==> config.mk <==
export PLATFORM = sky130hd
export DESIGN_NAME = axi_write_arbiter_flat
export DESIGN_NICKNAME = d
export VERILOG_FILES = /design/src/rtl/axi_write_arbiter_pkg.sv /design/src/rtl/axi_write_arbiter_if.sv /design/src/rtl/axi_write_arbiter_rr_pick.sv /design/src/rtl/axi_write_arbiter.sv /design/src/flat_wrapper.sv
export SDC_FILE = /design/constraint.sdc
export NUM_CORES = 1
export LEC_CHECK = 0
export ABC_CLOCK_PERIOD_IN_PS = 1800
export CORE_AREA = 2 2 108 110
export DETAILED_ROUTE_END_ITERATION = 12
export DIE_AREA = 0 0 110 112
export PLACE_DENSITY = 0.68
export SYNTH_ARGS = -nofsm -noshare
export SYNTH_HDL_FRONTEND = slang
export SYNTH_SLANG_ARGS = --single-unit
==> constraint.sdc <==
create_clock -name clk -period 1.8 [get_ports clk]
set_input_delay 0.18 -clock clk [delete_from_list [all_inputs] [get_ports clk]]
set_output_delay 0.18 -clock clk [all_outputs]
set_load 0.02 [all_outputs]
==> src/rtl/axi_write_arbiter_pkg.sv <==
// Shared types and helpers for the AXI write arbiter: FSM state encoding,
// response codes and packed-vector slice arithmetic.
package axi_arb_pkg;

    typedef enum logic [1:0] {
        IDLE,
        ADDR,
        DATA,
        RESP
    } arb_state_e;

    localparam logic [1:0] BRESP_OKAY   = 2'b00;
    localparam logic [1:0] BRESP_SLVERR = 2'b10;

    // Low bit of requester idx's field inside a packed per-requester vector.
    function automatic int slice_lo(input int idx, input int width);
        return idx * width;
    endfunction

endpackage

==> src/rtl/axi_write_arbiter_if.sv <==
// Bundle of the per-requester write channels and the single shared memory-side
// write channels. The master modport is the arbiter's view.
interface axi_write_arbiter_if #(
    parameter int NUM_REQ = 2,
    parameter int ID_W    = 4,
    parameter int ADDR_W  = 32,
    parameter int DATA_W  = 32,
    parameter int LEN_W   = 4
);
    logic [NUM_REQ-1:0]          req_awvalid;
    logic [NUM_REQ-1:0]          req_awready;
    logic [NUM_REQ*ID_W-1:0]     req_awid;
    logic [NUM_REQ*ADDR_W-1:0]   req_awaddr;
    logic [NUM_REQ*LEN_W-1:0]    req_awlen;
    logic [NUM_REQ*3-1:0]        req_awsize;
    logic [NUM_REQ*2-1:0]        req_awburst;
    logic [NUM_REQ-1:0]          req_wvalid;
    logic [NUM_REQ-1:0]          req_wready;
    logic [NUM_REQ*DATA_W-1:0]   req_wdata;
    logic [NUM_REQ*DATA_W/8-1:0] req_wstrb;
    logic [NUM_REQ-1:0]          req_wlast;
    logic [NUM_REQ-1:0]          req_bvalid;
    logic [NUM_REQ-1:0]          req_bready;
    logic [1:0]                  req_bresp;

    logic                        m_awvalid;
    logic                        m_awready;
    logic [ID_W-1:0]             m_awid;
    logic [ADDR_W-1:0]           m_awaddr;
    logic [LEN_W-1:0]            m_awlen;
    logic [2:0]                  m_awsize;
    logic [1:0]                  m_awburst;
    logic                        m_wvalid;
    logic                        m_wready;
    logic [ID_W-1:0]             m_wid;
    logic [DATA_W-1:0]           m_wdata;
    logic [DATA_W/8-1:0]         m_wstrb;
    logic                        m_wlast;
    logic                        m_bvalid;
    logic                        m_bready;
    logic [ID_W-1:0]             m_bid;
    logic [1:0]                  m_bresp;

    modport master (
        input  req_awvalid, req_awid, req_awaddr, req_awlen, req_awsize, req_awburst,
        input  req_wvalid, req_wdata, req_wstrb, req_wlast, req_bready,
        output req_awready, req_wready, req_bvalid, req_bresp,
        output m_awvalid, m_awid, m_awaddr, m_awlen, m_awsize, m_awburst,
        output m_wvalid, m_wid, m_wdata, m_wstrb, m_wlast, m_bready,
        input  m_awready, m_wready, m_bvalid, m_bid, m_bresp
    );

    modport slave (
        output req_awvalid, req_awid, req_awaddr, req_awlen, req_awsize, req_awburst,
        output req_wvalid, req_wdata, req_wstrb, req_wlast, req_bready,
        input  req_awready, req_wready, req_bvalid, req_bresp,
        input  m_awvalid, m_awid, m_awaddr, m_awlen, m_awsize, m_awburst,
        input  m_wvalid, m_wid, m_wdata, m_wstrb, m_wlast, m_bready,
        output m_awready, m_wready, m_bvalid, m_bid, m_bresp
    );

endinterface

==> src/rtl/axi_write_arbiter_rr_pick.sv <==
// Combinational round-robin selector: first set bit of req at or above ptr,
// wrapping around to bit 0.
module rr_pick #(
    parameter int N     = 2,
    parameter int IDX_W = $clog2(N)
) (
    input  logic [N-1:0]     req,
    input  logic [IDX_W-1:0] ptr,
    output logic [IDX_W-1:0] idx,
    output logic             any
);

    // Scan from the farthest candidate back to ptr so the closest one wins.
    always_comb begin
        idx = '0;
        any = 1'b0;
        for (int i = N - 1; i >= 0; i--) begin
            if (req[(int'(ptr) + i) % N]) begin
                idx = IDX_W'((int'(ptr) + i) % N);
                any = 1'b1;
            end
        end
    end

endmodule

==> src/rtl/axi_write_arbiter.sv <==
// Shares one AXI3 write port between NUM_REQ requesters, one whole burst
// (AW, all W beats, B) at a time, with round-robin fairness.
module axi_write_arbiter
    import axi_arb_pkg::*;
#(
    parameter int NUM_REQ = 2,
    parameter int ID_W    = 4,
    parameter int ADDR_W  = 32,
    parameter int DATA_W  = 32,
    parameter int LEN_W   = 4
) (
    input  logic                       clk,
    input  logic                       rst,
    axi_write_arbiter_if.master        bus,
    output logic [$clog2(NUM_REQ)-1:0] grant_idx,
    output logic                       busy,
    output logic                       proto_err
);

    localparam int IDX_W = $clog2(NUM_REQ);
    localparam logic [IDX_W-1:0] LAST_IDX = IDX_W'(NUM_REQ - 1);

    arb_state_e       state;
    logic [IDX_W-1:0] grant;
    logic [IDX_W-1:0] rr_ptr;
    logic [IDX_W-1:0] pick_idx;
    logic             pick_any;
    logic [LEN_W-1:0] beat_cnt;
    logic [LEN_W-1:0] lat_len;
    logic [ID_W-1:0]  lat_id;
    logic             aw_dropped;

    rr_pick #(.N(NUM_REQ), .IDX_W(IDX_W)) u_pick (
        .req (bus.req_awvalid),
        .ptr (rr_ptr),
        .idx (pick_idx),
        .any (pick_any)
    );

    // Route the grantee's channels to memory; every other requester sees idle handshakes.
    always_comb begin
        bus.req_awready = '0;
        bus.req_wready  = '0;
        bus.req_bvalid  = '0;
        bus.m_awvalid   = 1'b0;
        bus.m_wvalid    = 1'b0;
        bus.m_wlast     = 1'b0;
        bus.m_bready    = 1'b0;
        bus.m_awid      = bus.req_awid[slice_lo(int'(grant), ID_W) +: ID_W];
        bus.m_awaddr    = bus.req_awaddr[slice_lo(int'(grant), ADDR_W) +: ADDR_W];
        bus.m_awlen     = bus.req_awlen[slice_lo(int'(grant), LEN_W) +: LEN_W];
        bus.m_awsize    = bus.req_awsize[slice_lo(int'(grant), 3) +: 3];
        bus.m_awburst   = bus.req_awburst[slice_lo(int'(grant), 2) +: 2];
        bus.m_wdata     = bus.req_wdata[slice_lo(int'(grant), DATA_W) +: DATA_W];
        bus.m_wstrb     = bus.req_wstrb[slice_lo(int'(grant), DATA_W / 8) +: DATA_W / 8];
        bus.m_wid       = lat_id;
        case (state)
            ADDR: begin
                bus.m_awvalid          = bus.req_awvalid[grant];
                bus.req_awready[grant] = bus.m_awready;
            end
            DATA: begin
                bus.m_wvalid          = bus.req_wvalid[grant];
                bus.req_wready[grant] = bus.m_wready;
                bus.m_wlast           = (beat_cnt == lat_len);
            end
            RESP: begin
                bus.m_bready          = bus.req_bready[grant];
                bus.req_bvalid[grant] = bus.m_bvalid;
            end
            default: ;
        endcase
    end

    assign bus.req_bresp = bus.m_bresp;
    assign grant_idx     = grant;
    assign busy          = (state != IDLE);

    // Burst sequencing. The last beat is decided by our own count of awlen,
    // so a requester's wrong wlast is flagged but never shortens a burst.
    always_ff @(posedge clk or posedge rst) begin
        if (rst) begin
            state      <= IDLE;
            grant      <= '0;
            rr_ptr     <= '0;
            beat_cnt   <= '0;
            lat_len    <= '0;
            lat_id     <= '0;
            aw_dropped <= 1'b0;
            proto_err  <= 1'b0;
        end else begin
            proto_err <= 1'b0;
            case (state)
                IDLE: begin
                    if (pick_any) begin
                        grant      <= pick_idx;
                        aw_dropped <= 1'b0;
                        state      <= ADDR;
                    end
                end
                ADDR: begin
                    if (bus.req_awvalid[grant] && bus.m_awready) begin
                        lat_id   <= bus.m_awid;
                        lat_len  <= bus.m_awlen;
                        beat_cnt <= '0;
                        state    <= DATA;
                    end else if (!bus.req_awvalid[grant] && !aw_dropped) begin
                        proto_err  <= 1'b1;
                        aw_dropped <= 1'b1;
                    end
                end
                DATA: begin
                    if (bus.m_wvalid && bus.m_wready) begin
                        if (bus.req_wlast[grant] != bus.m_wlast) begin
                            proto_err <= 1'b1;
                        end
                        if (bus.m_wlast) begin
                            state <= RESP;
                        end else begin
                            beat_cnt <= beat_cnt + 1'b1;
                        end
                    end
                end
                RESP: begin
                    if (bus.m_bvalid && bus.m_bready) begin
                        if (bus.m_bid != lat_id) begin
                            proto_err <= 1'b1;
                        end
                        rr_ptr <= (grant == LAST_IDX) ? '0 : grant + 1'b1;
                        state  <= IDLE;
                    end
                end
                default: state <= IDLE;
            endcase
        end
    end

endmodule

==> src/flat_wrapper.sv <==
// flat-port wrapper written by rule: the top's interface ports become plain ports
module axi_write_arbiter_flat import axi_arb_pkg::*;
#(
    parameter int NUM_REQ = 2,
    parameter int ID_W    = 4,
    parameter int ADDR_W  = 32,
    parameter int DATA_W  = 32,
    parameter int LEN_W   = 4
)
  (clk, rst, grant_idx, busy, proto_err, bus_req_awvalid, bus_req_awid, bus_req_awaddr, bus_req_awlen, bus_req_awsize, bus_req_awburst, bus_req_wvalid, bus_req_wdata, bus_req_wstrb, bus_req_wlast, bus_req_bready, bus_req_awready, bus_req_wready, bus_req_bvalid, bus_req_bresp, bus_m_awvalid, bus_m_awid, bus_m_awaddr, bus_m_awlen, bus_m_awsize, bus_m_awburst, bus_m_wvalid, bus_m_wid, bus_m_wdata, bus_m_wstrb, bus_m_wlast, bus_m_bready, bus_m_awready, bus_m_wready, bus_m_bvalid, bus_m_bid, bus_m_bresp);
  axi_write_arbiter_if #(.NUM_REQ(NUM_REQ), .ID_W(ID_W), .ADDR_W(ADDR_W), .DATA_W(DATA_W), .LEN_W(LEN_W)) bus_i ();
  input  logic clk;
  input  logic rst;
  output logic [$clog2(NUM_REQ)-1:0] grant_idx;
  output logic busy;
  output logic proto_err;
  input wire logic [$bits(bus_i.req_awvalid)-1:0] bus_req_awvalid;
  input wire logic [$bits(bus_i.req_awid)-1:0] bus_req_awid;
  input wire logic [$bits(bus_i.req_awaddr)-1:0] bus_req_awaddr;
  input wire logic [$bits(bus_i.req_awlen)-1:0] bus_req_awlen;
  input wire logic [$bits(bus_i.req_awsize)-1:0] bus_req_awsize;
  input wire logic [$bits(bus_i.req_awburst)-1:0] bus_req_awburst;
  input wire logic [$bits(bus_i.req_wvalid)-1:0] bus_req_wvalid;
  input wire logic [$bits(bus_i.req_wdata)-1:0] bus_req_wdata;
  input wire logic [$bits(bus_i.req_wstrb)-1:0] bus_req_wstrb;
  input wire logic [$bits(bus_i.req_wlast)-1:0] bus_req_wlast;
  input wire logic [$bits(bus_i.req_bready)-1:0] bus_req_bready;
  output wire logic [$bits(bus_i.req_awready)-1:0] bus_req_awready;
  output wire logic [$bits(bus_i.req_wready)-1:0] bus_req_wready;
  output wire logic [$bits(bus_i.req_bvalid)-1:0] bus_req_bvalid;
  output wire logic [$bits(bus_i.req_bresp)-1:0] bus_req_bresp;
  output wire logic [$bits(bus_i.m_awvalid)-1:0] bus_m_awvalid;
  output wire logic [$bits(bus_i.m_awid)-1:0] bus_m_awid;
  output wire logic [$bits(bus_i.m_awaddr)-1:0] bus_m_awaddr;
  output wire logic [$bits(bus_i.m_awlen)-1:0] bus_m_awlen;
  output wire logic [$bits(bus_i.m_awsize)-1:0] bus_m_awsize;
  output wire logic [$bits(bus_i.m_awburst)-1:0] bus_m_awburst;
  output wire logic [$bits(bus_i.m_wvalid)-1:0] bus_m_wvalid;
  output wire logic [$bits(bus_i.m_wid)-1:0] bus_m_wid;
  output wire logic [$bits(bus_i.m_wdata)-1:0] bus_m_wdata;
  output wire logic [$bits(bus_i.m_wstrb)-1:0] bus_m_wstrb;
  output wire logic [$bits(bus_i.m_wlast)-1:0] bus_m_wlast;
  output wire logic [$bits(bus_i.m_bready)-1:0] bus_m_bready;
  input wire logic [$bits(bus_i.m_awready)-1:0] bus_m_awready;
  input wire logic [$bits(bus_i.m_wready)-1:0] bus_m_wready;
  input wire logic [$bits(bus_i.m_bvalid)-1:0] bus_m_bvalid;
  input wire logic [$bits(bus_i.m_bid)-1:0] bus_m_bid;
  input wire logic [$bits(bus_i.m_bresp)-1:0] bus_m_bresp;
  assign bus_i.req_awvalid = bus_req_awvalid;
  assign bus_i.req_awid = bus_req_awid;
  assign bus_i.req_awaddr = bus_req_awaddr;
  assign bus_i.req_awlen = bus_req_awlen;
  assign bus_i.req_awsize = bus_req_awsize;
  assign bus_i.req_awburst = bus_req_awburst;
  assign bus_i.req_wvalid = bus_req_wvalid;
  assign bus_i.req_wdata = bus_req_wdata;
  assign bus_i.req_wstrb = bus_req_wstrb;
  assign bus_i.req_wlast = bus_req_wlast;
  assign bus_i.req_bready = bus_req_bready;
  assign bus_req_awready = bus_i.req_awready;
  assign bus_req_wready = bus_i.req_wready;
  assign bus_req_bvalid = bus_i.req_bvalid;
  assign bus_req_bresp = bus_i.req_bresp;
  assign bus_m_awvalid = bus_i.m_awvalid;
  assign bus_m_awid = bus_i.m_awid;
  assign bus_m_awaddr = bus_i.m_awaddr;
  assign bus_m_awlen = bus_i.m_awlen;
  assign bus_m_awsize = bus_i.m_awsize;
  assign bus_m_awburst = bus_i.m_awburst;
  assign bus_m_wvalid = bus_i.m_wvalid;
  assign bus_m_wid = bus_i.m_wid;
  assign bus_m_wdata = bus_i.m_wdata;
  assign bus_m_wstrb = bus_i.m_wstrb;
  assign bus_m_wlast = bus_i.m_wlast;
  assign bus_m_bready = bus_i.m_bready;
  assign bus_i.m_awready = bus_m_awready;
  assign bus_i.m_wready = bus_m_wready;
  assign bus_i.m_bvalid = bus_m_bvalid;
  assign bus_i.m_bid = bus_m_bid;
  assign bus_i.m_bresp = bus_m_bresp;
  axi_write_arbiter #(.NUM_REQ(NUM_REQ), .ID_W(ID_W), .ADDR_W(ADDR_W), .DATA_W(DATA_W), .LEN_W(LEN_W)) u_core (.clk(clk), .rst(rst), .bus(bus_i), .grant_idx(grant_idx), .busy(busy), .proto_err(proto_err));
endmodule
== Yosys cells after proc, flatten, opt, wreduce, memory -nomap -nowiden ==
Cells that the tools add are included.

* Add/sub/neg operators: 3
* Multipliers: 1
* $lt $le $gt $ge: 4
* Equal/unequal tests: 14
* Shift-type cells: 7
* Multiplexer cells: 48
* Bitwise operators: 4
* Reduce and logical (&&, ||, !) cells: 17

{| class="wikitable"
|+ Operators by type and width
! cell !! number
|-
| $shiftx A64 B7 Y32 || 2
|-
| $mux W1 || 32
|-
| $shiftx A6 B32 Y3 || 1
|-
| $shiftx A8 B4 Y4 || 3
|-
| $mux W2 || 8
|-
| $mux W4 || 3
|-
| $ne A2 B1 Y1 const B || 6
|-
| $pmux W2 S4 || 1
|-
| $pmux W4 S2 || 1
|-
| $reduce_and A4 Y1 || 2
|-
| $and A2 B2 Y2 || 3
|-
| $reduce_and A2 Y1 || 3
|-
| $reduce_bool A2 Y1 || 3
|-
| $logic_and A1 B1 Y1 || 5
|-
| $reduce_and A5 Y1 || 1
|-
| $add A4 B1 Y4 const B || 1
|-
| $eq A2 B2 Y1 const B || 2
|-
| $eq A4 B4 Y1 || 1
|-
| $lt A1 B2 Y1 const B || 2
|-
| $ne A2 B2 Y1 const B || 2
|-
| $ne A4 B4 Y1 || 1
|-
| $shiftx A4 B3 Y2 || 1
|-
| $lt A2 B3 Y1 const B || 1
|-
| $mul A1 B2 Y3 const B || 1
|-
| 10 further kinds || 12
|}

* Register bits after elaboration: 18
* Input port bits: 181
* Logic and storage cells: 106

== Longest topological paths before layout ==
* Depth after elaboration: 9
* Depth in mapped cells: 7
* Depth with buffers taken out: 6

== Hierarchy ==
From an unflattened synthesis, not the netlist that was laid out.

* Cell total of the unflattened synthesis: 201
* Area, all modules: 2077.0 µm²

{| class="wikitable"
|+ Modules (own cells, without submodules)
! module !! times used !! cells an instance !! area each (µm²)
|-
| axi_write_arbiter || 1 || 198 || 2059.5
|-
| rr_pick || 1 || 3 || 17.5
|}

== Worst setup path before layout ==
Ideal clock, no wire load.

* Path kind: register -> output
* Start: register u_core.grant, in the netlist u_core.grant_idx
* End: output bus_m_awaddr[12]
* Data arrival time: 1.703 ns
* Data required time: 1.620 ns
* Setup slack: -0.083 ns
* Stages on the path, launching flop included: 6
* Buffers on the path: 4
* Path through: dfrtp_1 -> buf_2 -> buf_2 -> buf_2 -> buf_2 -> mux2_1

* Cells in the longest elaborated chain, start to end: 1

{| class="wikitable"
|+ Ends and longest elaborated chain
! element !! line !! RTL
|-
| start: declaration || axi_write_arbiter.sv:24 || <nowiki>logic [IDX_W-1:0] grant;</nowiki>
|-
| start signal: assignment || axi_write_arbiter.sv:96 || <nowiki>grant <= pick_idx;</nowiki>
|-
| $shiftx A64 B7 Y32 || axi_write_arbiter.sv:50 || <nowiki>bus.m_awaddr = bus.req_awaddr[slice_lo(int'(grant), ADDR_W) +: ADDR_W];</nowiki>
|-
| end: declaration || flat_wrapper.sv:34 || <nowiki>output wire logic [$bits(bus_i.m_awaddr)-1:0] bus_m_awaddr;</nowiki>
|}

No other way between the ends.

== Worst setup path after layout ==
* Start: register u_core.grant, in the netlist u_core.grant_idx
* End: output bus_m_awaddr[23]

Same word-level chain as after synthesis.

==> tab_implementation.tex <==
\begin{tabular}{lr}
\hline
Metric & Value \\
\hline
\multicolumn{2}{l}{\textbf{CTS}} \\
\quad Maximum level of the CTS H-tree & 1 \\
\quad CTS Buf Count & 3 \\
\quad Register clock-pin slew on the reported worst setup and hold paths & 60 ps \\
\quad Worst-case clock buffer depth & 2 \\
\quad TritonCTS clock tree & built \\
\quad Cell at the root of the clock tree & clkbuf\_16 \\
\quad Insertion delay to the later sink of the worst-skew pair & 250 ps \\
\quad Clock sink count & 18 \\
\multicolumn{2}{l}{\textbf{Critical path}} \\
\quad Combined buffer and inverter count along the critical path & 3 \\
\quad Count of cells along the worst register-to-register path & 6 \\
\quad Crit-path slowest cell & dfrtp\_4 \\
\quad Worst endpoint data arrival time & 1640 ps \\
\quad Slowest stage delay, CP & 460 ps \\
\quad Worst reg-to-reg setup slack & -20 ps \\
\quad Kind of critical path & register to output pin \\
\quad Highest net fanout along the worst path & 13 \\
\quad Endpoint of the lowest-slack register-to-register path & u\_core.state[1]\$\_DFFE\_PP0P\_ \\
\quad Category of the worst setup path launch point & register \\
\quad Required time reported for the critical path endpoint & 1620 ps \\
\quad Endpoint class of the critical path & output pin \\
\quad Cell chain of the critical path & buf\_4 > buf\_12 > mux2\_2 > clkdlybuf4s15\_2 \\
\quad Largest delay share family, worst path & buffers and inverters \\
\quad RR Startpoint & u\_core.grant\_idx\$\_DFFE\_PP0P\_ \\
\multicolumn{2}{l}{\textbf{Layout}} \\
\quad Post-layout instance area & 5250 µm² \\
\quad Flip-flop and latch area & 454 µm² \\
\quad Most common cell after layout, fill and taps aside & clkdlybuf4s50\_1 \\
\quad Layout cell share with drive strength beyond 1 & 0.444 \\
\quad Commonest non-fill, non-tap cells in the layout & clkdlybuf4s50\_1, mux2\_2, buf\_2 \\
\quad Layout overhead on the synthesized area & 138\% \\
\quad Number of nets in the final layout & 698 \\
\quad Layout fillers & 1100 \\
\quad Number of standard cells in the final layout excluding fillers & 655 \\
\quad Combined area of the multi-input logic cells & 1700 µm² \\
\multicolumn{2}{l}{\textbf{Logic synthesis}} \\
\quad Register bit count reported by yosys & 18 \\
\quad Synthesized area per cell & 10.3 µm² \\
\quad Proportion of netlist area held by the largest area contributor & 0.261 \\
\quad Post-Syn Instances & 213 \\
\quad Portion of the post-synthesis area used by sequential elements & 0.205 \\
\quad Fraction of registers with async set or reset after synthesis & 1.00 \\
\quad Unique masters post-synth & 43 \\
\quad Number of synthesis warnings & 0 \\
\quad Top cells by area, synth & mux2\_2, dfrtp\_1, mux2\_1 \\
\quad Mapped Area & 2200 µm² \\
\quad Dominant synthesized flop cell & dfrtp\_1 \\
\quad Net count after synthesis & 399 \\
\quad Count of flip-flops with a built-in enable after synthesis & 0 \\
\quad Cell type with the largest total area after synthesis & mux2\_2 \\
\multicolumn{2}{l}{\textbf{Pwr}} \\
\quad Overall Power & 6.92 mW \\
\quad Power per Cell Area & 1320 nW/µm² \\
\quad IR Drop Worst-Case VDD & 0.692 mV \\
\quad Leak & 2.22 nW \\
\multicolumn{2}{l}{\textbf{Floorplan}} \\
\quad FP Rows & 39 \\
\quad X dimension of the die & 110 µm \\
\quad Core region area & 11200 µm² \\
\quad Initial core utilization & 0.197 \\
\quad Height of the die & 112 µm \\
\quad Io pins & 281 \\
\quad Die ar. & 12300 µm² \\
\multicolumn{2}{l}{\textbf{STA}} \\
\quad Final critical delay including setup and external delays & 1820 ps \\
\quad Highest attainable clock frequency & 0.548 GHz \\
\quad Final-report max-slew violation count & 0 \\
\quad Clk\_skew & 4.45 ps \\
\quad Setup-failing EPs final & 11 \\
\quad Number of endpoints with negative hold slack in the final report & 0 \\
\quad Worst Slack Setup Final & -23.2 ps \\
\quad Final worst-path cycle share & 1.01 \\
\quad Worst hold-check slack & 245 ps \\
\quad Setup repair after global routing missed its margin & true \\
\quad Worst-Margin Slew & 385 ps \\
\quad Worst slew margin relative to its limit & 0.740 \\
\multicolumn{2}{l}{\textbf{Routing}} \\
\quad Remaining number of nets flagged by the antenna check after routing & 0 \\
\quad Detailed-route DRC error count & 0 \\
\quad Router iterations before antenna repair & 4 \\
\quad Detailed-route wire length per cell & 17.5 µm \\
\quad Total via count after detailed routing & 2857 \\
\quad Drt first-iter violations & 74 \\
\quad Via density per instance & 4.36 \\
\quad Post-detailed-routing wire length & 11.5 mm \\
\multicolumn{2}{l}{\textbf{Place}} \\
\quad Placed cell count & 644 \\
\quad Input/output buffers & 276 \\
\quad Instance area after placement & 5320 µm² \\
\quad Routability Congestion & 0.817 \\
\quad Hpwl dp & 9.51 mm \\
\multicolumn{2}{l}{\textbf{Global route}} \\
\quad Overflow left after global routing & 0 \\
\quad Wire length of the first global-routing pass & 16.6 mm \\
\quad Antenna violations before repair & 1 \\
\quad Pin count of the biggest net entering global routing & 27 \\
\quad Vias in the first global route & 3127 \\
\quad All-Layer GR Usage & 0.173 \\
\multicolumn{2}{l}{\textbf{Outcome}} \\
\quad Status & finished, violations left \\
\quad Violated checks & negative setup slack \\
\multicolumn{2}{l}{\textbf{Worst hold path}} \\
\quad Class of the worst hold path & input pin to asynchronous set/reset pin \\
\multicolumn{2}{l}{\textbf{Flow run}} \\
\quad Max-capacitance violation count & 0 \\
\hline
\end{tabular}
[kinds of logic (layout without fill, tap and decap cells)]
family | count (synthesis) | in the layout | synth area share
other | 0 | 1 | 0
AO/OA/AOI/OAI | 26 | 26 | 0.0983
multiplexers | 94 | 94 | 0.482
flip-flops | 18 | 18 | 0.205
AND/OR/NAND/NOR | 38 | 38 | 0.0977
XOR/XNOR | 8 | 8 | 0.0386
buffers and inverters | 24 | 322 | 0.0506
adder cells (fa/ha/maj) | 5 | 5 | 0.0284
[cells in the mapped netlist, types with 2 or more instances]
cell type	instances
a21oi_1	3
a31oi_1	2
and3_1	3
buf_2	11
buf_4	2
clkbuf_1	2
dfrtp_1	18
ha_1	5
inv_1	9
mux2_1	38
mux2_2	51
mux2i_1	3
nand2_1	5
nand2b_1	2
nand3_1	7
nand4_1	2
nor2_1	8
nor2b_1	4
o211ai_1	3
o21ai_0	6
or4_1	2
xnor2_1	4
xor2_1	2
xor2_2	2
[metal layers]
metal | vias up | global-route usage | share of wire
met5 | - | 0 | 0
met4 | 0 | 0.0354 | 0.017
met3 | 10 | 0.0410 | 0.089
met2 | 126 | 0.323 | 0.51
met1 | 1338 | 0.197 | 0.38
li1 | 1383 | - | -
[worst max path at each step]
| stage | endpoint | depth (start not counted) | startpoint |
|---|---|---|---|
| after CTS | bus_m_wstrb[3] | 4 | u_core.grant_idx$_DFFE_PP0P_ |
| after global placement | bus_m_wlast | 4 | u_core.lat_len[3]$_DFFE_PP0P_ |
| after global routing | u_core.state[1]$_DFFE_PP0P_ | 6 | u_core.grant_idx$_DFFE_PP0P_ |
| after floorplan | bus_m_awaddr[0] | 5 | u_core.grant_idx$_DFFE_PP0P_ |
| after detailed placement | bus_m_wlast | 4 | u_core.lat_len[3]$_DFFE_PP0P_ |
| final | bus_m_awaddr[23] | 4 | u_core.grant_idx$_DFFE_PP0P_ |
[where the power goes]
group          switching, mW  internal, mW  leakage [nW]  total [mW]
Combinational           2.73          2.87          1.96        5.60
Clock                  0.161         0.338        0.0442       0.500
Sequential             0.197         0.623         0.218       0.820
Total                   3.09          3.83          2.22        6.92
[sequential cells by signal, summed over array words and instances (netlist names)]
signal             flops
u_core.aw_dropped      1
u_core.beat_cnt        4
u_core.bus.m_wid       4
u_core.grant_idx       1
u_core.lat_len         4
u_core.proto_err       1
u_core.rr_ptr          1
u_core.state           2
[worst min-delay path, delay by kind of cell]
kind	cells	cell delay (ps)
buf+inv	3	690
[layout make-up]
cell class / count / share of cell area
tap: 143 / 0.0341
multi-input combinational: 171 / 0.324
clock buffer: 4 / 0.0169
timing repair buffer: 309 / 0.532
inverter: 9 / 0.00643
antenna: 1 / 0.000477
sequential: 18 / 0.0865
[per-stage QoR]
stage	setup TNS, ps	util	setup slack [ps]
after global placement	-293	0.476	-55.7
after detailed placement	-1240	0.476	-83.2
final	-141	0.470	-23.2
after floorplan	0	-	30.8
after global routing	-866	0.470	-93.1
after CTS	-1870	0.487	-85.5
[repair_timing]
| action | 4_1_cts | 5_1_grt |
|---|---|---|
| buffers inserted | 5 | 0 |
| gates resized for setup | 231 | 87 |
| hold buffers | 0 | 0 |
| setup endpoints to repair | 105 | 80 |
| cloned | 1 | 1 |
| endpoints found under the hold margin | 0 | 0 |
| pin swaps | 3 | 1 |
No activity file was read; power rests on OpenSTA's default activity.
